===== config.mk =====
export PLATFORM = sky130hd
export DESIGN_NAME = mc_ctrl_fsm
export DESIGN_NICKNAME = d
export VERILOG_FILES = /design/src/rtl/mc_ctrl_fsm.sv
export SDC_FILE = /design/constraint.sdc
export NUM_CORES = 1
export LEC_CHECK = 0
export CAP_MARGIN = 25
export CORE_UTILIZATION = 43
export DETAILED_ROUTE_END_ITERATION = 8
export MAX_ROUTING_LAYER = met4
export PLACE_DENSITY_LB_ADDON = 0.3
export SETUP_SLACK_MARGIN = 0.2
export SLEW_MARGIN = 30
export SYNTH_ARGS = -nofsm -noshare
export SYNTH_HDL_FRONTEND = slang
export SYNTH_SLANG_ARGS = --single-unit

===== constraint.sdc =====
create_clock -name clk -period 3.45 [get_ports clk]
set_input_delay 0.69 -clock clk [delete_from_list [all_inputs] [get_ports clk]]
set_output_delay 0.69 -clock clk [all_outputs]
set_load 0.05 [all_outputs]

===== src/rtl/mc_ctrl_fsm.sv =====
// rtl/mc_ctrl_fsm.sv - multicycle processor control FSM
// Moore controller; only the FETCH IRWrite/PCWrite strobes depend on an input.
module mc_ctrl_fsm #(
  parameter int MEM_WAIT_EN = 1
) (
  input  logic       clk,
  input  logic       rst,
  input  logic [5:0] op,
  input  logic       mem_ready,
  output logic       PCWrite,
  output logic       PCWriteCond,
  output logic       IorD,
  output logic       MemRead,
  output logic       MemWrite,
  output logic       MemtoReg,
  output logic       IRWrite,
  output logic       RegDst,
  output logic       RegWrite,
  output logic       ALUSrcA,
  output logic [1:0] ALUSrcB,
  output logic [1:0] PCSource,
  output logic [1:0] ALUOp,
  output logic [3:0] state,
  output logic       illegal_op
);

  typedef enum logic [3:0] {
    FETCH    = 4'd0,
    DECODE   = 4'd1,
    MEMADR   = 4'd2,
    MEMRD    = 4'd3,
    MEMWB    = 4'd4,
    MEMWR    = 4'd5,
    RTYPE_EX = 4'd6,
    RTYPE_WB = 4'd7,
    BEQ_EX   = 4'd8,
    ADDI_EX  = 4'd9,
    ADDI_WB  = 4'd10,
    J_EX     = 4'd11
  } state_e;

  localparam logic [5:0] OP_RTYPE = 6'b000000;
  localparam logic [5:0] OP_LW    = 6'b100011;
  localparam logic [5:0] OP_SW    = 6'b101011;
  localparam logic [5:0] OP_BEQ   = 6'b000100;
  localparam logic [5:0] OP_ADDI  = 6'b001000;
  localparam logic [5:0] OP_J     = 6'b000010;

  state_e state_q, state_d;
  state_e out_state;
  logic   illegal_op_q, illegal_op_d;
  logic   mem_rdy;

  assign mem_rdy = (MEM_WAIT_EN != 0) ? mem_ready : 1'b1;

  always_comb begin
    state_d      = FETCH;
    illegal_op_d = 1'b0;
    case (state_q)
      FETCH:    state_d = mem_rdy ? DECODE : FETCH;
      DECODE: begin
        case (op)
          OP_RTYPE:     state_d = RTYPE_EX;
          OP_LW, OP_SW: state_d = MEMADR;
          OP_BEQ:       state_d = BEQ_EX;
          OP_ADDI:      state_d = ADDI_EX;
          OP_J:         state_d = J_EX;
          default: begin
            state_d      = FETCH;
            illegal_op_d = 1'b1;
          end
        endcase
      end
      MEMADR:   state_d = (op == OP_LW) ? MEMRD : MEMWR;
      MEMRD:    state_d = mem_rdy ? MEMWB : MEMRD;
      MEMWR:    state_d = mem_rdy ? FETCH : MEMWR;
      RTYPE_EX: state_d = RTYPE_WB;
      ADDI_EX:  state_d = ADDI_WB;
      default:  state_d = FETCH;
    endcase
  end

  always_ff @(posedge clk) begin
    if (rst) begin
      state_q      <= FETCH;
      illegal_op_q <= 1'b0;
    end else begin
      state_q      <= state_d;
      illegal_op_q <= illegal_op_d;
    end
  end

  // Under reset the datapath sees FETCH controls even if the old state is still held.
  assign out_state = rst ? FETCH : state_q;

  always_comb begin
    PCWrite     = 1'b0;
    PCWriteCond = 1'b0;
    IorD        = 1'b0;
    MemRead     = 1'b0;
    MemWrite    = 1'b0;
    MemtoReg    = 1'b0;
    IRWrite     = 1'b0;
    RegDst      = 1'b0;
    RegWrite    = 1'b0;
    ALUSrcA     = 1'b0;
    ALUSrcB     = 2'b00;
    PCSource    = 2'b00;
    ALUOp       = 2'b00;
    case (out_state)
      FETCH: begin
        MemRead = 1'b1;
        ALUSrcB = 2'b01;
        IRWrite = mem_rdy & ~rst;
        PCWrite = mem_rdy & ~rst;
      end
      DECODE:  ALUSrcB = 2'b11;
      MEMADR, ADDI_EX: begin
        ALUSrcA = 1'b1;
        ALUSrcB = 2'b10;
      end
      MEMRD: begin
        MemRead = 1'b1;
        IorD    = 1'b1;
      end
      MEMWR: begin
        MemWrite = 1'b1;
        IorD     = 1'b1;
      end
      MEMWB: begin
        RegWrite = 1'b1;
        MemtoReg = 1'b1;
      end
      RTYPE_EX: begin
        ALUSrcA = 1'b1;
        ALUOp   = 2'b10;
      end
      RTYPE_WB: begin
        RegWrite = 1'b1;
        RegDst   = 1'b1;
      end
      ADDI_WB: RegWrite = 1'b1;
      BEQ_EX: begin
        ALUSrcA     = 1'b1;
        ALUOp       = 2'b01;
        PCWriteCond = 1'b1;
        PCSource    = 2'b01;
      end
      J_EX: begin
        PCWrite  = 1'b1;
        PCSource = 2'b10;
      end
      default: ;
    endcase
  end

  assign state      = state_q;
  assign illegal_op = illegal_op_q;

endmodule


==> flow_metrics.tcl, run 1 <==
set metrics [dict create \
    period_share_pct 89.8 \
    cts_max_level 1 \
    hold_class "reg -> reg" \
    worstHoldStart "state[0]" \
    multiInputGateArea_um2 452 \
    endpoint_kind "primary output" \
    die_y_um 40.3 \
    maxSlewViolCount 0 \
    cts_tree "yes" \
    min_period_ps 3100 \
    cts_buffers 3 \
    final_net_count 121 \
    min_path_cells 2 \
    synth-async-reset-ratio_pct 0 \
    cp.arrival_ps 2410 \
    grt_pass1_wl_um 2330 \
    grt_max_degree 16 \
    yosysSeqAreaShare_pct 15.9 \
    diodes 0 \
    route.vias.total 728 \
    hold_buffers 0 \
    grt_usage_pct 21.8 \
    intPower_uw 131 \
    post_drt_wl_per_cell_um 11.9 \
    insertion_delay_ps 240 \
    syn_area_um2 629 \
    fin_cells 126 \
    power_frac_seq_pct 32.5 \
    fmax_ghz 0.323 \
    tightestPinTransition_ps 509 \
    p_leak_uw 0.000340 \
    pwr-share-clk_pct 33.2 \
    viasPerCell 5.78 \
    synth_cells 84 \
    initial_utilization_pct 47.2 \
    area_growth_pct 44.1 \
    setup_viol 0 \
    cts_setup_buffers 0 \
    cts.sink_count 5 \
    synth_cell_types 38 \
    die_x_um 40.3 \
    hold_viol 0 \
    synth_flop_cell "dfxtp_1" \
    fin_skew_ps 4.96 \
    stdcell_area_um2 907 \
    crit_required_ps 2760 \
    cp_max_fo 14 \
    regArea_um2 100 \
    finalSetupTns_ps 0 \
    startpoint_type "input pin" \
    vdd_drop_max_uv 296 \
    clockBufferDepth 2 \
    rows 13 \
    placed_area_um2 881 \
    ys_ff_latch 5 \
    avgSynthCellArea_um2 7.49 \
    post-dp-hpwl_um 1180 \
    power.switching_uw 64.9 \
    max_cap_violations 0 \
    rsz0062_at_grt "no" \
    maxSlewHeadroom_pct 66.0 \
    synth_nets 93 \
    place_inst 122 \
    port_buffers 29 \
    gp_congestion 0.821 \
    pin_count 30 \
    drt_wl_total_um 1510 \
    cp-startpoint "rst" \
    final_antenna_net_count 0 \
    status "finished clean" \
    fillers 119 \
    r2r_start "state[0]" \
    p_per_area_nw_per_um2 216 \
    die_area_um2 1620 \
    swShare_pct 33.1 \
    overflow 0 \
    coreArea_um2 1330 \
    p_total_uw 196 \
    ys.warnings.count 0 \
    cts_resized 0 \
    grt_pass1_vias 543 \
    worstRegToRegCells 4 \
    cts_root_buf "clkbuf_4" \
    synth-edff-count 0 \
    initialDrtViolationCount 12 \
    antenna_found_initial 0 \
    power_frac_comb_pct 34.3 \
    critPathKind "in -> out" \
    clk_transition_reported_paths_ps 40 \
    drc_errors 0 \
    dr.pass1.iters 4 \
    drive_above_1_share_pct 23.4 \
]
## worst max-delay path, stage by stage
cell,delay [ps]
clkdlybuf4s50_1,630
nor3_1,260
clkdlybuf4s50_1,830
## area by class of cell
type	count	area share, %
flip-flops and latches	5	11.0
well taps	15	2.07
multi-input cells	69	49.8
inverters	2	0.828
clock buffers	4	2.90
repair buffers	31	33.4
## logic make-up (layout without fill, tap and decap cells)
group / count (synthesis) / count (layout) / synth area share (%)
mux: 1 / 1 / 1.59
simple gates: 43 / 43 / 40.4
buf+inv: 10 / 37 / 13.3
compound gates: 22 / 22 / 24.7
flops: 5 / 5 / 15.9
xor+xnor: 3 / 3 / 4.18
## cells in the final DEF, fill, tap and decap left out, drive strengths merged, types with 2 or more instances in the layout
cell           netlist  final
clkbuf               0      4
nand3                2      2
clkdlybuf4s50        0     18
a21oi                8      8
nand2b               5      5
dfxtp                5      5
nor2                 9      9
o21bai               2      2
nand2                2      2
buf                  8     13
xor2                 2      2
inv                  2      2
o21ai                4      4
and3                 2      2
or2                  2      2
nor4                 5      5
nor3                12     12
## metal layers
metal | global-route usage [%] | share of wire [%] | routed length [um] | up-vias
li1 | - | - | - | 368
met1 | 24.6 | 44 | 667 | 334
met2 | 39.1 | 50 | 759 | 26
met3 | 7.22 | 5.2 | 78 | 0
met4 | 0.833 | 0 | 0 | 0
met5 | - | 0 | 0 | -
## stage by stage
step	util [%]	worst slack, ps	hold WS (ps)
6_report	68.0	350	661
5_1_grt	68.0	227	701
4_1_cts	68.0	348	653
3_5_place_dp	66.0	354	651
3_3_place_gp	66.0	359	647
2_1_floorplan	-	209	851
## cells in the mapped netlist (2+ instances only)
master	count	area (um2)
and3_1	2	12.5
inv_2	2	7.51
nand2_1	2	7.51
buf_4	2	15.0
nand2b_1	5	31.3
nor3_1	12	60.1
a21oi_1	7	35.0
nor4_1	3	18.8
xor2_1	2	17.5
o21ai_0	2	10.0
dfxtp_1	5	100
nand3_1	2	10.0
nor2_1	9	33.8
buf_6	5	56.3
## sequential cells by signal (all words and copies together) (netlist names)
name,cells
state,4
illegal_op,1
## path summary, 6_finish.rpt
check | slack [ps] | to
min | 660 | state[3]
max reg2reg | 2030 | state[1]
min reg2reg | 660 | state[3]
max | 350 | MemWrite
## power groups by stage
| stage | clock network (uW) | logic [uW] | registers [uW] |
|---|---|---|---|
| floorplan | 0 | 37.6 | 67.9 |
| global placement | 0 | 66.2 | 64.6 |
| detailed placement | 0 | 67.1 | 64.7 |
| CTS | 67.0 | 67.4 | 63.6 |
| global route | 73.5 | 72.3 | 64.1 |
| finish | 65.3 | 67.3 | 63.8 |
Power figures use the tool's default switching activity.
==> run 2: changes to the inputs <==
--- a/config.mk
+++ b/config.mk
@@ -6,7 +6,7 @@
 export NUM_CORES = 1
 export LEC_CHECK = 0
 export CAP_MARGIN = 25
-export CORE_UTILIZATION = 43
+export CORE_UTILIZATION = 36
 export DETAILED_ROUTE_END_ITERATION = 8
 export MAX_ROUTING_LAYER = met4
 export PLACE_DENSITY_LB_ADDON = 0.3
==> constraint.sdc (replaced) <==
create_clock -name clk -period 2.84 [get_ports clk]
set_input_delay 0.568 -clock clk [delete_from_list [all_inputs] [get_ports clk]]
set_output_delay 0.568 -clock clk [all_outputs]
set_load 0.05 [all_outputs]
==> run 2 against run 1 <==
Via count grew 0.82%. Power rose by 29%. Clock power grew 29%. The run now ends with design-rule violations left. Sequential share of layout area down 1.8 points. Cell count rose by 0.79%. Utilization is 0.96 points higher. Final area increased by 20%. Register-to-register slack got worse by 770 ps. Sequential power grew 22%.
==> flow_metrics.tcl, run 2 (synthesis results as in run 1) <==
set metrics [dict create \
    endpoint_kind "primary output" \
    failed_checks "design-rule violations" \
    cp.arrival_ps 1990 \
    startpoint_type "input pin" \
    initial_utilization_pct 39.9 \
    final_net_count 121 \
    pin_count 30 \
    pwr-share-clk_pct 33.2 \
    p_leak_uw 0.000396 \
    vdd_drop_max_uv 193 \
    insertion_delay_ps 240 \
    crit_required_ps 2270 \
    cts_buffers 3 \
    antenna_found_initial 0 \
    cp_max_fo 8 \
    fillers 126 \
    cts_resized 0 \
    rows 14 \
    reg2reg_slack_ps 1260 \
    diodes 0 \
    cts_max_level 1 \
    die_area_um2 1920 \
    p_total_uw 254 \
    drc_errors 5 \
    grt_pass1_wl_um 2720 \
    route.vias.total 734 \
    status "finished, violations left" \
    min_path_cells 1 \
    initialDrtViolationCount 25 \
    cp_cell_sequence "clkdlybuf4s50_1 > nand2b_1 > nor3_2 > or2_1 > buf_12" \
    p_per_area_nw_per_um2 234 \
    min_period_ps 2560 \
    hold_class "reg -> reg" \
    port_buffers 29 \
    cts_tree "yes" \
    cpPeakStageDelay_ps 550 \
    power_frac_seq_pct 30.7 \
    finalSetupTns_ps 0 \
    fmax_ghz 0.391 \
    swShare_pct 34.1 \
    overflow 0 \
    die_x_um 43.8 \
    rsz0062_at_grt "no" \
    post-dp-hpwl_um 1260 \
    worstHoldStart "state[2]" \
    tightestPinTransition_ps 663 \
    die_y_um 43.8 \
    cts_root_buf "clkbuf_4" \
    grt_max_degree 20 \
    crit_buf_inv 2 \
    post_drt_wl_per_cell_um 13.3 \
    hold_buffers 0 \
    dr.pass1.iters 6 \
    regArea_um2 100 \
    fin_skew_ps 4.08 \
    worstRegToRegCells 4 \
    largest_reg_flops 4 \
    grt_pass1_vias 650 \
    power_frac_comb_pct 36.0 \
    r2r_start "state[1]" \
    multiInputGateArea_um2 468 \
    max_cap_violations 0 \
    gp_congestion 0.886 \
    cts_setup_buffers 0 \
    setup_viol 0 \
    clk_transition_reported_paths_ps 50 \
    intPower_uw 167 \
    viasPerCell 5.78 \
    cpMaxStageDelayCell "clkdlybuf4s50_1" \
    clockBufferDepth 2 \
    cts.sink_count 5 \
    area_growth_pct 72.8 \
    power.switching_uw 86.7 \
    final_cell_mix "buf_12 (16), clkdlybuf4s50_1 (13), nor3_1 (10)" \
    layout.cells.most_common "buf_12" \
    period_share_pct 90.0 \
    critPathKind "in -> out" \
    final_antenna_net_count 0 \
    coreArea_um2 1580 \
    hold_viol 0 \
    maxSlewViolCount 0 \
    grt_usage_pct 18.7 \
    drive_above_1_share_pct 30.6 \
    maxSlewHeadroom_pct 55.7 \
    whs_endpoint "state[3]" \
    drt_wl_total_um 1690 \
    cpLargestDelayFamily "simple AND/OR/NAND/NOR gates" \
    rr_endpoint "state[1]" \
]
## run 2: cell count changes in the layout (fill, tap and decap cells not counted), sizes merged
cell	before	now
buf	13	18
clkdlybuf4s50	18	13
## run 2: through the flow
step	setup WS (ps)	hold slack (ps)	std cells	instance area [um2]	util, %
6_report	285	654	127	1090	69.0
5_1_grt	206	717	127	1090	69.0
4_1_cts	278	643	127	1090	69.0
3_5_place_dp	278	637	123	1060	67.3
3_3_place_gp	323	630	123	1060	67.3
2_1_floorplan	27.3	729	84	652	-
## run 2: area by class of cell
cell class              count  area share (%)
inverters                   2           0.690
clock buffers               4            2.42
repair buffers             31            42.8
multi-input cells          69            43.0
flip-flops and latches      5            9.21
well taps                  16            1.84
## run 2: worst max-delay path by stage
stage                     cells after the start     start        to  slack [ps]
after floorplan                               3  state[3]  ALUOp[0]          30
after global placement                        5       rst   PCWrite         320
after detailed placement                      5       rst   PCWrite         280
after CTS                                     5       rst   PCWrite         280
after global routing                          5       rst   PCWrite         210
final                                         5       rst   PCWrite         280
## run 2: per-layer routing
metal / global-route usage (%) / up-vias / wire (um)
met1: 22.6 / 326 / 719
met3: 2.92 / 4 / 130
met4: 3.75 / 0 / 16
li1: - / 363 / -
met5: - / - / 0
met2: 32.5 / 41 / 827
## run 2: power groups by stage
stage / logic (uW) / registers, uW / clock network (uW)
global placement: 89.9 / 79.0 / 0
detailed placement: 90.9 / 79.3 / 0
CTS: 91.4 / 77.9 / 85.9
finish: 91.5 / 78.1 / 84.4
floorplan: 46.7 / 82.5 / 0
global route: 96.6 / 78.3 / 91.7
==> run 3: changes to the inputs <==
--- a/config.mk
+++ b/config.mk
@@ -11,7 +11,6 @@
 export MAX_ROUTING_LAYER = met4
 export PLACE_DENSITY_LB_ADDON = 0.3
 export SETUP_SLACK_MARGIN = 0.2
-export SLEW_MARGIN = 30
 export SYNTH_ARGS = -nofsm -noshare
 export SYNTH_HDL_FRONTEND = slang
 export SYNTH_SLANG_ARGS = --single-unit
==> results of run 3 <==
The final DEF is identical to that of run 2; final timing and power are the same.
